**config.mk**
```make
export PLATFORM = sky130hd
export DESIGN_NAME = example_bus_arbiter
export DESIGN_NICKNAME = d
export VERILOG_FILES = /design/src/rtl/example_bus_arbiter.sv
export SDC_FILE = /design/constraint.sdc
export NUM_CORES = 1
export LEC_CHECK = 0
export ABC_AREA = 1
export CELL_PAD_IN_SITES_DETAIL_PLACEMENT = 1
export CELL_PAD_IN_SITES_GLOBAL_PLACEMENT = 1
export CORE_AREA = 2 2 106 108
export CTS_CLUSTER_DIAMETER = 120
export CTS_CLUSTER_SIZE = 16
export DETAILED_ROUTE_END_ITERATION = 8
export DIE_AREA = 0 0 108 110
export DONT_BUFFER_PORTS = 1
export PLACE_DENSITY = 0.74
export SLEW_MARGIN = 20
export SYNTH_ARGS = -nofsm -noshare
export SYNTH_HDL_FRONTEND = slang
export SYNTH_SLANG_ARGS = --single-unit
export TNS_END_PERCENT = 100
```
**constraint.sdc**
```tcl
create_clock -name clock -period 1.3 [get_ports clock]
set_input_delay 0.195 -clock clock [delete_from_list [all_inputs] [get_ports clock]]
set_output_delay 0.195 -clock clock [all_outputs]
set_load 0.05 [all_outputs]
```
**src/rtl/example_bus_arbiter.sv**
```systemverilog
// ---------------------------------------------------------------------------
// example_bus_arbiter
//
// Arbitrates between instruction fetch and load/store requests for the single
// combined text/data memory bus of the multicycle RISC-V example. One access
// is granted at a time. Reads hold address/read_enable across the memory's
// one-cycle synchronous read latency, then the result is returned to the
// owning requester with a one-cycle valid pulse. Stores complete in the
// cycle they are accepted.
//
// Parameters:
//   FETCH_PRIORITY : 0 = round-robin on ties, 1 = fetch always wins ties
//
// Optional feature (macro EXAMPLE_BUS_ADDR_CHECK_EN):
//   Granted addresses are decoded against `TEXT_BEGIN..`TEXT_END and
//   `DATA_BEGIN..`DATA_END. Faulting accesses are accepted but never reach
//   the bus; the requester gets an error pulse instead. Without the macro
//   fetch_error/data_error are constant 0.
//
// Ports:
//   clock, reset                 : clock, synchronous active-high reset
//   fetch_req/addr               : fetch request (held until fetch_ready)
//   fetch_ready/valid/data/error : fetch accept, read return, fault flag
//   data_req/we/addr/wdata/be    : load/store request (held until data_ready)
//   data_ready/valid/rdata/error : data accept, load return, fault flag
//   bus_*                        : shared memory bus (read data 1 cycle late)
// ---------------------------------------------------------------------------
`ifdef EXAMPLE_BUS_ADDR_CHECK_EN
`ifndef TEXT_BEGIN
`define TEXT_BEGIN 32'h0040_0000
`endif
`ifndef TEXT_END
`define TEXT_END   32'h0040_FFFF
`endif
`ifndef DATA_BEGIN
`define DATA_BEGIN 32'h1001_0000
`endif
`ifndef DATA_END
`define DATA_END   32'h1001_FFFF
`endif
`endif

module example_bus_arbiter #(
  parameter bit FETCH_PRIORITY = 1'b0
) (
  input  logic        clock,
  input  logic        reset,
  input  logic        fetch_req,
  input  logic [31:0] fetch_addr,
  output logic        fetch_ready,
  output logic        fetch_valid,
  output logic [31:0] fetch_data,
  output logic        fetch_error,
  input  logic        data_req,
  input  logic        data_we,
  input  logic [31:0] data_addr,
  input  logic [31:0] data_wdata,
  input  logic [3:0]  data_be,
  output logic        data_ready,
  output logic        data_valid,
  output logic [31:0] data_rdata,
  output logic        data_error,
  output logic [31:0] bus_address,
  output logic [31:0] bus_write_data,
  output logic [3:0]  bus_byte_enable,
  output logic        bus_read_enable,
  output logic        bus_write_enable,
  input  logic [31:0] bus_read_data
);

  typedef enum logic {IDLE, READ_WAIT} state_t;
  typedef enum logic {SRC_FETCH, SRC_DATA} src_t;

  state_t      state, state_next;
  src_t        last_grant, last_grant_next;
  src_t        owner, owner_next;
  logic [31:0] hold_addr, hold_addr_next;
  logic        hold_fault, hold_fault_next;
  logic        store_fault, store_fault_next;
  logic        fetch_fault, data_fault;
  logic        grant_fetch, grant_data;

  // Address decode: fetches must hit text, stores must hit data, loads may
  // hit either range.
`ifdef EXAMPLE_BUS_ADDR_CHECK_EN
  function automatic logic in_text(input logic [31:0] a);
    return (a >= `TEXT_BEGIN) && (a <= `TEXT_END);
  endfunction

  function automatic logic in_data(input logic [31:0] a);
    return (a >= `DATA_BEGIN) && (a <= `DATA_END);
  endfunction

  assign fetch_fault = !in_text(fetch_addr);
  assign data_fault  = data_we ? !in_data(data_addr)
                               : !(in_text(data_addr) || in_data(data_addr));
`else
  assign fetch_fault = 1'b0;
  assign data_fault  = 1'b0;
`endif

  // State register; reset abandons any read in flight.
  always_ff @(posedge clock) begin
    if (reset) begin
      state       <= IDLE;
      last_grant  <= SRC_DATA;
      owner       <= SRC_FETCH;
      hold_addr   <= '0;
      hold_fault  <= 1'b0;
      store_fault <= 1'b0;
    end else begin
      state       <= state_next;
      last_grant  <= last_grant_next;
      owner       <= owner_next;
      hold_addr   <= hold_addr_next;
      hold_fault  <= hold_fault_next;
      store_fault <= store_fault_next;
    end
  end

  // Grant selection, only possible in IDLE. On a tie the source that did not
  // win last time is chosen unless fetch has fixed priority.
  always_comb begin
    grant_fetch = 1'b0;
    grant_data  = 1'b0;
    if (state == IDLE && !reset) begin
      if (fetch_req && data_req) begin
        if (FETCH_PRIORITY || last_grant == SRC_DATA) grant_fetch = 1'b1;
        else                                          grant_data  = 1'b1;
      end else begin
        grant_fetch = fetch_req;
        grant_data  = data_req;
      end
    end
  end

  // Next state and all outputs. Everything is forced to 0 while reset is
  // asserted so an abandoned read produces no valid pulse.
  always_comb begin
    state_next       = state;
    last_grant_next  = last_grant;
    owner_next       = owner;
    hold_addr_next   = hold_addr;
    hold_fault_next  = hold_fault;
    store_fault_next = 1'b0;
    fetch_ready      = 1'b0;
    fetch_valid      = 1'b0;
    fetch_data       = '0;
    fetch_error      = 1'b0;
    data_ready       = 1'b0;
    data_valid       = 1'b0;
    data_rdata       = '0;
    data_error       = 1'b0;
    bus_address      = '0;
    bus_write_data   = '0;
    bus_byte_enable  = '0;
    bus_read_enable  = 1'b0;
    bus_write_enable = 1'b0;

    if (!reset) begin
      // A store that faulted last cycle reports its error now.
      if (store_fault) begin
        data_valid = 1'b1;
        data_error = 1'b1;
      end

      case (state)
        IDLE: begin
          if (grant_fetch) begin
            fetch_ready     = 1'b1;
            bus_address     = fetch_addr;
            bus_byte_enable = 4'b1111;
            bus_read_enable = !fetch_fault;
            hold_addr_next  = fetch_addr;
            hold_fault_next = fetch_fault;
            owner_next      = SRC_FETCH;
            last_grant_next = SRC_FETCH;
            state_next      = READ_WAIT;
          end else if (grant_data) begin
            data_ready      = 1'b1;
            bus_address     = data_addr;
            last_grant_next = SRC_DATA;
            if (data_we) begin
              bus_write_data   = data_wdata;
              bus_byte_enable  = data_be;
              bus_write_enable = !data_fault;
              store_fault_next = data_fault;
            end else begin
              bus_byte_enable = 4'b1111;
              bus_read_enable = !data_fault;
              hold_addr_next  = data_addr;
              hold_fault_next = data_fault;
              owner_next      = SRC_DATA;
              state_next      = READ_WAIT;
            end
          end
        end

        READ_WAIT: begin
          // The memory read mux is address-decoded, so the address and
          // read enable must stay put while the data comes back.
          bus_address     = hold_addr;
          bus_byte_enable = 4'b1111;
          bus_read_enable = !hold_fault;
          if (owner == SRC_FETCH) begin
            fetch_valid = 1'b1;
            fetch_data  = hold_fault ? 32'h0 : bus_read_data;
            fetch_error = hold_fault;
          end else begin
            data_valid  = 1'b1;
            data_rdata  = hold_fault ? 32'h0 : bus_read_data;
            data_error  = hold_fault;
          end
          state_next = IDLE;
        end
      endcase
    end
  end

endmodule

```
==> results of run 1 <==
[cell families after synthesis]
logic type / after synthesis / share of synthesized area
AOI/OAI and AO/OA: 36 / 0.0825
buffers and inverters: 124 / 0.168
DFF: 35 / 0.220
other: 1 / 0.00118
and+or+nand+nor: 407 / 0.529
[repair_timing]
item / 4_1_cts
pin swaps: 17
endpoints found under the setup margin: 170
gates cloned: 4
gates resized for setup: 67
buffers inserted: 5
[synth_stat cells, drive strengths merged]
| library cell | n | area share |
|---|---|---|
| nand2 | 176 | 0.21 |
| nor2 | 164 | 0.20 |
| inv | 77 | 0.091 |
| buf | 36 | 0.064 |
| dfxtp | 35 | 0.22 |
| nand3 | 34 | 0.057 |
| nand4 | 33 | 0.065 |
| o211ai | 33 | 0.078 |
| clkbuf | 11 | 0.013 |
| o21ai | 3 | 0.0047 |
| conb | 1 | 0.0012 |
[routing by layer]
layer,overflow,track usage
met1,0,0.743
met4,45,0.878
met5,0,0.0938
met3,0,0.547
met2,54,0.973
[stage by stage]
step / util / setup slack, ns / hold WS, ns / area [um^2]
4_1_cts: 0.717 / -0.534 / 0.129 / 7670
3_5_place_dp: 0.667 / -0.232 / 0.425 / 7140
3_3_place_gp: 0.667 / -0.130 / 0.406 / 7140
2_1_floorplan: - / -0.316 / 0.399 / 4100
==> results by group, run 1 <==
Outcome
  • Status: stopped before the end
  • Stopping stage: global routing (5_1_grt)
  • Err: [ERROR GRT-0232] Routing congestion too high. Check the congestion heatmap in the GUI.

Yosys
  • Distinct cells, synth: 19
  • Number of synthesis warnings: 0
  • Synth Instances: 603
  • Mapped Area: between 0.003 and 0.004 mm^2
  • Synthesized area per cell: 5.28 um^2
  • Seq/Total Area, Yosys: 0.220
  • Yosys reg bits: 35

Place
  • Placed Cells incl. Taps: 896
  • Global placer's final weighted congestion: 0.827
  • Dpl hpwl: 17.1 mm
  • IO Port Bufs: 0

Clock network
  • CTS root buffer: clkbuf_8
  • H-tree levels: 2
  • Clk sinks: 35
  • Clock buffer count from CTS: 5
  • Clk buf depth: 2
  • Hold_buf cts: 0

Die
  • Ports: 277
  • DIE WIDTH: 108 um
  • Initial core utilization: 0.298
  • Cell row count: 38
  • Die height: approximately 110 um

Global routing
  • Largest net degree at the start of global routing: 36
  • Grt total ovfl: 99
  • Total Routing Usage GR: 0.765
  • Antenna violations before repair: 3

STA
  • Worst endpoint after global-route timing repair: bus_address[13]
  • Worst ep type: output port
==> run 2: changes to the inputs <==
Settings changed: CELL_PAD_IN_SITES_DETAIL_PLACEMENT 1 to not set, CELL_PAD_IN_SITES_GLOBAL_PLACEMENT 1 to not set, CORE_AREA 2 2 106 108 to not set, CORE_UTILIZATION set to 23, CTS_CLUSTER_DIAMETER 120 to not set, CTS_CLUSTER_SIZE 16 to not set, DIE_AREA 0 0 108 110 to not set, PLACE_DENSITY 0.74 to not set, PLACE_DENSITY_LB_ADDON set to 0.15.
Clock period 1.3 ns to 1.7 ns, I/O delays scaled along.
==> results by group, run 2 <==
STA
  • Max Fclk: around 540 MHz
  • Setup TNS: -7.20 ns
  • Final number of setup-violating endpoints: 77
  • Final Max Slew Viols: 0
  • Fin Hold WS: 0.191 ns
  • Final min period: between 1.5 and 2 ns
  • RSZ-0062 raised after global routing: yes
  • Setup Skew: approximately 0.0035 ns
  • Fin. Hold Viols: 0
  • Tcrit/Tclk final: 1.09
  • Setup ws final: -0.146 ns

Finish
  • Final nets: 883
  • Finished Layout Cells: 922
  • Commonest non-fill, non-tap cell in the layout: nand2_1
  • Layout cell share with drive strength beyond 1: 0.414
  • Highest-count cells in the layout ignoring fill and taps: nand2_1, buf_12, nor2_4, inv_1, nor2_1
  • Top reg by flops: hold_addr
  • Area growth syn-to-layout: 121%
  • Max reg flops: 32
  • Number of diodes: 0

Die
  • DIE WIDTH: 120 um (+11%)
  • Die footprint: 0.0143 mm^2
  • Core footprint: between 0.01 and 0.015 mm^2
  • Initial core utilization: 0.238 (-0.0601)
  • Ports: 277 (unchanged)
  • Die height: 120 um (+8.8%)
  • Cell row count: 42 (+11%)

Global routing
  • Grt total ovfl: 0
  • Total Routing Usage GR: 0.210
  • Antenna violations before repair: 0
  • First-pass GRT wire length: 23.4 mm
  • Largest net degree at the start of global routing: 36
  • Vias in the first global route: 4195

Clock network
  • Worst-skew pair later-pin latency: 0.28 ns
  • Hold_buf cts: 0 (unchanged)
  • CTS root buffer: clkbuf_16
  • Clock buffer count from CTS: 5 (unchanged)
  • Clk slew on worst S/H paths: 0.06 ns
  • Clk buf depth: 2 (unchanged)
  • Clk sinks: 35 (unchanged)
  • H-tree levels: 2 (unchanged)
  • CTS tree: done

Yosys
  • Post-synth EDFFs: 0 (unchanged)
  • Number of synthesis warnings: 0 (unchanged)
  • Distinct cells, synth: 19 (unchanged)
  • Ys flop type: dfxtp_1
  • Top cells by count, synth: nand2_1, nor2_1, inv_1
  • Synthesized area per cell: 5.28 um^2 (unchanged)
  • Mapped Area: 0.00319 mm^2 (unchanged)
  • Synth Instances: 603 (unchanged)
  • Cell taking the most area after synthesis: dfxtp_1
  • Cell with the most instances after synthesis: nand2_1
  • Yosys reg bits: 35 (unchanged)
  • Seq/Total Area, Yosys: 0.220 (unchanged)
  • Post-synth top area share: 0.220 (unchanged)
  • Ys async rst share: 0 (unchanged)
  • Synth area leaders: dfxtp_1, nand2_1, nor2_1, inv_1, o211ai_1

Worst setup path
  • Worst-path maximum fanout: 7
  • Max stage delay cell, worst path: dfxtp_4
  • CP max stage delay: 0.37 ns
  • Worst EP arrival: 1.59 ns
  • Crit path kind: reg2out
  • Reg2reg path depth: 10
  • CP Data Required Time: 1.44 ns
  • Reg2reg start: state
  • Top delay family on crit path: buffers and inverters
  • Crit path buffers/inverters: 3
  • Critical Path Source Type: flip-flop
  • Critical path endpoint category: primary output
  • Critical R2R Capture: hold_addr[25]
  • R2R Setup Slk: 0.12 ns
  • CP Cell Sequence: nor2_8 -> nand3_4 -> inv_6 -> buf_12 -> nand2_2 -> o211ai_1 -> clkbuf_16

Min path
  • HP Start: data_addr[23]
  • Hold WC Path Type: in2reg
  • Hold path cells: 4
  • Worst Hold End: hold_addr[23]

Flow run
  • Max Cap Violations: 0

Place
  • IO Port Bufs: 0 (unchanged)
  • Dpl hpwl: 11.3 mm (-34%)
  • Placed Cells incl. Taps: 896 (unchanged)
  • Global placer's final weighted congestion: 0.795 (-3.8%)

Power
  • Gate power share: 0.510
  • LEAKAGE: 3.11 nW
  • Clock share of power: 0.252
  • Tot Pwr: 3.88 mW
  • Internal power: about 2.3 mW
  • Power Density: 551 mW/mm^2
  • Sw Pwr: 1.55 mW
  • Switching share of total power: 0.400
  • Sequential share of power: 0.238
  • Maximum vdd drop: 0.446 mV

Outcome
  • Violated checks: setup timing
  • Status: finished with violations

Route
  • Drt initial violations: approximately 180
  • Vias per cell: ~4.8
  • Wire per inst: 17.0 um
  • Post-route ant nets: 0
  • Via Count: 4389
  • Drt pass-1 iters: 4
  • Routed Wire Length: 15.6 mm
  • Remaining DRCs: 0
## run 2: cells by family (layout without fill, tap and decap cells)
group | after synthesis | in the layout | share of synthesized area
buffers and inverters | 124 | 266 | 0.168
flip-flops | 35 | 35 | 0.220
AO/OA/AOI/OAI | 36 | 36 | 0.0825
other | 1 | 2 | 0.00118
AND/OR/NAND/NOR | 407 | 407 | 0.529
## run 2: layer usage
metal,share of wire,vias up,GRT usage
met5,0,-,0
li1,-,2163,-
met2,0.52,212,0.378
met1,0.38,1991,0.250
met3,0.076,23,0.0480
met4,0.020,0,0.0547
## run 2: repair_timing
item / CTS / global route
gates cloned: 4 / 3
resized for setup: 33 / 89
pin swaps: 4 / 4
setup endpoints to repair: 108 / 129
buffers inserted: 8 / 5
## run 2: how the worst max path moves through the flow
stage	start	end	depth (start not counted)
2_1_floorplan	fetch_req	bus_write_data[10]	5
3_3_place_gp	last_grant	bus_address[31]	6
3_5_place_dp	state	bus_address[13]	5
4_1_cts	state	bus_address[31]	5
5_1_grt	state	bus_address[1]	7
6_report	state	bus_address[1]	7
## run 2: layout make-up
class | instances | area (um^2)
tap | 176 | 220
multi-input combinational | 445 | 2640
clock inverter | 1 | 7.51
sequential | 35 | 706
fill | 1255 | 6360
inverter | 77 | 304
clock buffer | 6 | 150
timing repair buffer | 182 | 3020
## run 2: power groups by stage
| stage | registers (mW) | logic (mW) | clock network, mW |
|---|---|---|---|
| after CTS | 0.923 | 1.90 | 1.00 |
| after floorplan | 0.935 | 1.13 | 0 |
| after global routing | 0.929 | 2.10 | 1.04 |
| after global placement | 0.938 | 1.76 | 0 |
| after detailed placement | 0.941 | 1.79 | 0 |
| final | 0.922 | 1.98 | 0.979 |
## run 2: through the flow
step / setup slack (ns) / instance area [um^2] / util
6_report: -0.146 / 7040 / 0.526
5_1_grt: -0.234 / 7040 / 0.526
4_1_cts: -0.154 / 6660 / 0.497
3_5_place_dp: 0.154 / 6180 / 0.461
3_3_place_gp: 0.164 / 6180 / 0.461
2_1_floorplan: -0.0629 / 3740 / -
## run 2: tightest hold or removal path: stages
cell and delay [ns]:
nand2_1 0.03, nand2_1 0.05, nor2_1 0.03, nor2_1 0.07
Power figures use the tool's default switching activity.
==> run 3: changes to the inputs <==
Settings changed: CAP_MARGIN set to 25, CORE_ASPECT_RATIO set to 1.5.
==> results by group, run 3 (synthesized netlist as in run 2, its figures left out) <==
STA
  • Setup Skew: 0.0111 ns (+0.00758 ns)
  • RSZ-0062 raised after global routing: yes
  • Max Fclk: 533 MHz (-1.6%)
  • Fin. Hold Viols: 0 (unchanged)
  • Final min period: 1.88 ns (+0.0304 ns)
  • Tcrit/Tclk final: 1.10 (+0.0179)
  • Final Max Slew Viols: 0 (unchanged)
  • Setup ws final: -0.177 ns (-0.0304 ns)
  • Final number of setup-violating endpoints: 85 (+10%)
  • Setup TNS: -9.88 ns (-2.68 ns)

Die
  • Initial core utilization: 0.235 (-0.00233)
  • Die footprint: 0.0143 mm^2 (about the same)
  • DIE WIDTH: 98.1 um (-18%)
  • Die height: 146 um (+22%)
  • Ports: 277 (unchanged)
  • Cell row count: 52 (+24%)
  • Core footprint: 0.0135 mm^2 (+0.99%)

Power
  • Power Density: 541 mW/mm^2 (-1.9%)
  • LEAKAGE: 3.12 nW (+0.30%)
  • Internal power: 2.25 mW (-3.3%)
  • Sw Pwr: 1.56 mW (+0.12%)
  • Sequential share of power: 0.242 (+0.004)
  • Switching share of total power: 0.408 (+0.00835)
  • Maximum vdd drop: 0.350 mV (-22%)
  • Clock share of power: 0.238 (-0.014)
  • Gate power share: 0.520 (+0.010)
  • Tot Pwr: 3.81 mW (-1.9%)

Flow run
  • Max Cap Violations: 0 (unchanged)

Worst setup path
  • Worst Setup EP: bus_address[23]
  • CP Depth: 7 (unchanged)
  • Top delay family on crit path: buffers and inverters
  • CP max stage delay: 0.37 ns (about the same)
  • CP Data Required Time: 1.44 ns (about the same)
  • Worst-path maximum fanout: 14 (+7)
  • Setup crit start: state
  • Crit path buffers/inverters: 3 (unchanged)
  • Reg2reg path depth: 9 (-1)
  • Worst EP arrival: 1.62 ns (+0.03 ns)
  • Max stage delay cell, worst path: dfxtp_4
  • Critical R2R Capture: hold_addr[23]
  • CP Cell Sequence: nor2_8 -> nand3_4 -> inv_6 -> buf_12 -> nand2_1 -> o211ai_1 -> buf_12
  • CP most frequent cell: buf_12
  • Critical path endpoint category: primary output
  • Reg2reg start: state
  • R2R Setup Slk: 0.08 ns (-0.04 ns)
  • Crit path kind: reg2out
  • Critical Path Source Type: flip-flop

Finish
  • Top reg by flops: hold_addr
  • Number of diodes: 0 (unchanged)
  • Design Area, Final: 0.00704 mm^2 (about the same)
  • # fillers: 1234 (-1.7%)
  • Commonest non-fill, non-tap cell in the layout: nand2_1
  • Max reg flops: 32 (unchanged)
  • Highest-count cells in the layout ignoring fill and taps: nand2_1, buf_12, inv_1, nor2_1, nor2_4
  • Layout cell share with drive strength beyond 1: 0.418 (+0.00346)
  • Final nets: 883 (unchanged)
  • Area growth syn-to-layout: 121% (about the same)

Route
  • Via Count: 4467 (+1.8%)
  • Drt initial violations: 194 (+9.0%)
  • Vias per cell: 4.91 (+3.2%)
  • Drt pass-1 iters: 6 (+2)
  • Remaining DRCs: 22 (+22)
  • Wire per inst: 17.5 um (+3.2%)
  • Routed Wire Length: 15.9 mm (+1.7%)
  • Post-route ant nets: 0 (unchanged)

Clock network
  • Clk sinks: 35 (unchanged)
  • Hold_buf cts: 0 (unchanged)
  • Clock buffer count from CTS: 5 (unchanged)
  • Worst-skew pair later-pin latency: 0.28 ns (about the same)
  • CTS tree: done
  • Clk buf depth: 2 (unchanged)
  • CTS root buffer: clkbuf_16
  • Clk slew on worst S/H paths: 0.06 ns (about the same)
  • H-tree levels: 2 (unchanged)

Global routing
  • First-pass GRT wire length: 22.7 mm (-3.0%)
  • Largest net degree at the start of global routing: 36 (unchanged)
  • Vias in the first global route: 4276 (+1.9%)
  • Grt total ovfl: 0 (unchanged)
  • Antenna violations before repair: 0 (unchanged)
  • Total Routing Usage GR: 0.204 (-0.00611)

Outcome
  • Violated checks: DRC, setup timing
  • Status: finished with violations

Place
  • IO Port Bufs: 0 (unchanged)
  • Dpl hpwl: 11.7 mm (+4.3%)
  • Placed Area: 0.00611 mm^2 (-1.2%)
  • Global placer's final weighted congestion: 0.945 (+19%)

Min path
  • Hold WC Path Type: in2reg
[run 3: cell count changes in the layout (fill, tap and decap cells not counted), sizes merged]
cell	change
buf	-3
bufbuf	-2
clkbuf	+5
clkinv	+3
clkinvlp	-1
inv	-1
[run 3: power groups by stage]
stage / clock network, mW / logic [mW] / registers (mW)
after floorplan: 0 / 1.13 / 0.935
after global placement: 0 / 1.75 / 0.938
after detailed placement: 0 / 1.78 / 0.941
after CTS: 0.927 / 1.84 / 0.922
after global routing: 0.955 / 2.09 / 0.930
final: 0.905 / 1.98 / 0.922
[run 3: tightest hold or removal path: stages]
cell and delay, ns:
nand2_1 0.03, nand2_1 0.05, nor2_1 0.03, nor2_1 0.06
[run 3: how the worst min path moves through the flow]
stage                        startpoint             to  slack, ns  depth (start not counted)
after floorplan                   reset  hold_addr[10]       0.45                          3
after global placement    data_addr[21]  hold_addr[21]       0.47                          4
after detailed placement  data_addr[21]  hold_addr[21]       0.47                          4
after CTS                      data_req     last_grant       0.17                          2
after global routing           data_req     last_grant       0.18                          2
final                     data_addr[31]  hold_addr[31]       0.18                          4
[run 3: what timing repair did]
item	CTS	global route
cloned	3	6
gates resized for setup	21	111
pin swaps	3	15
buffers inserted	2	13
setup endpoints to repair	102	127
[run 3: cell type report]
class | instances | area, um^2 | share of cell area
sequential | 35 | 706 | 0.100
inverter | 77 | 319 | 0.0453
clock inverter | 2 | 13.8 | 0.00195
multi-input combinational | 445 | 2600 | 0.369
clock buffer | 6 | 129 | 0.0183
timing repair buffer | 182 | 3070 | 0.436
tap | 162 | 203 | 0.0288
[run 3: stage by stage]
step	hold WS, ns	setup slack, ns	std cells	util
4_1_cts	0.170	-0.157	891	0.476
3_5_place_dp	0.470	0.111	878	0.452
5_1_grt	0.181	-0.253	909	0.520
2_1_floorplan	0.455	-0.0629	604	-
3_3_place_gp	0.465	0.170	878	0.452
6_report	0.182	-0.177	909	0.520
[run 3: metal layers]
metal  GRT usage  vias to the layer above  routed length (um)
li1            -                     2153                   -
met1       0.187                     2042                4930
met2       0.408                      244                9130
met3      0.0493                       28                1300
met4      0.0992                        0                 555
met5           0                        -                   0
==> run 4: changes to the inputs <==
Settings changed: ABC_CLOCK_PERIOD_IN_PS set to 1700.
==> results of run 4 <==
Final layout, timing and power as in run 3 (identical DEF).
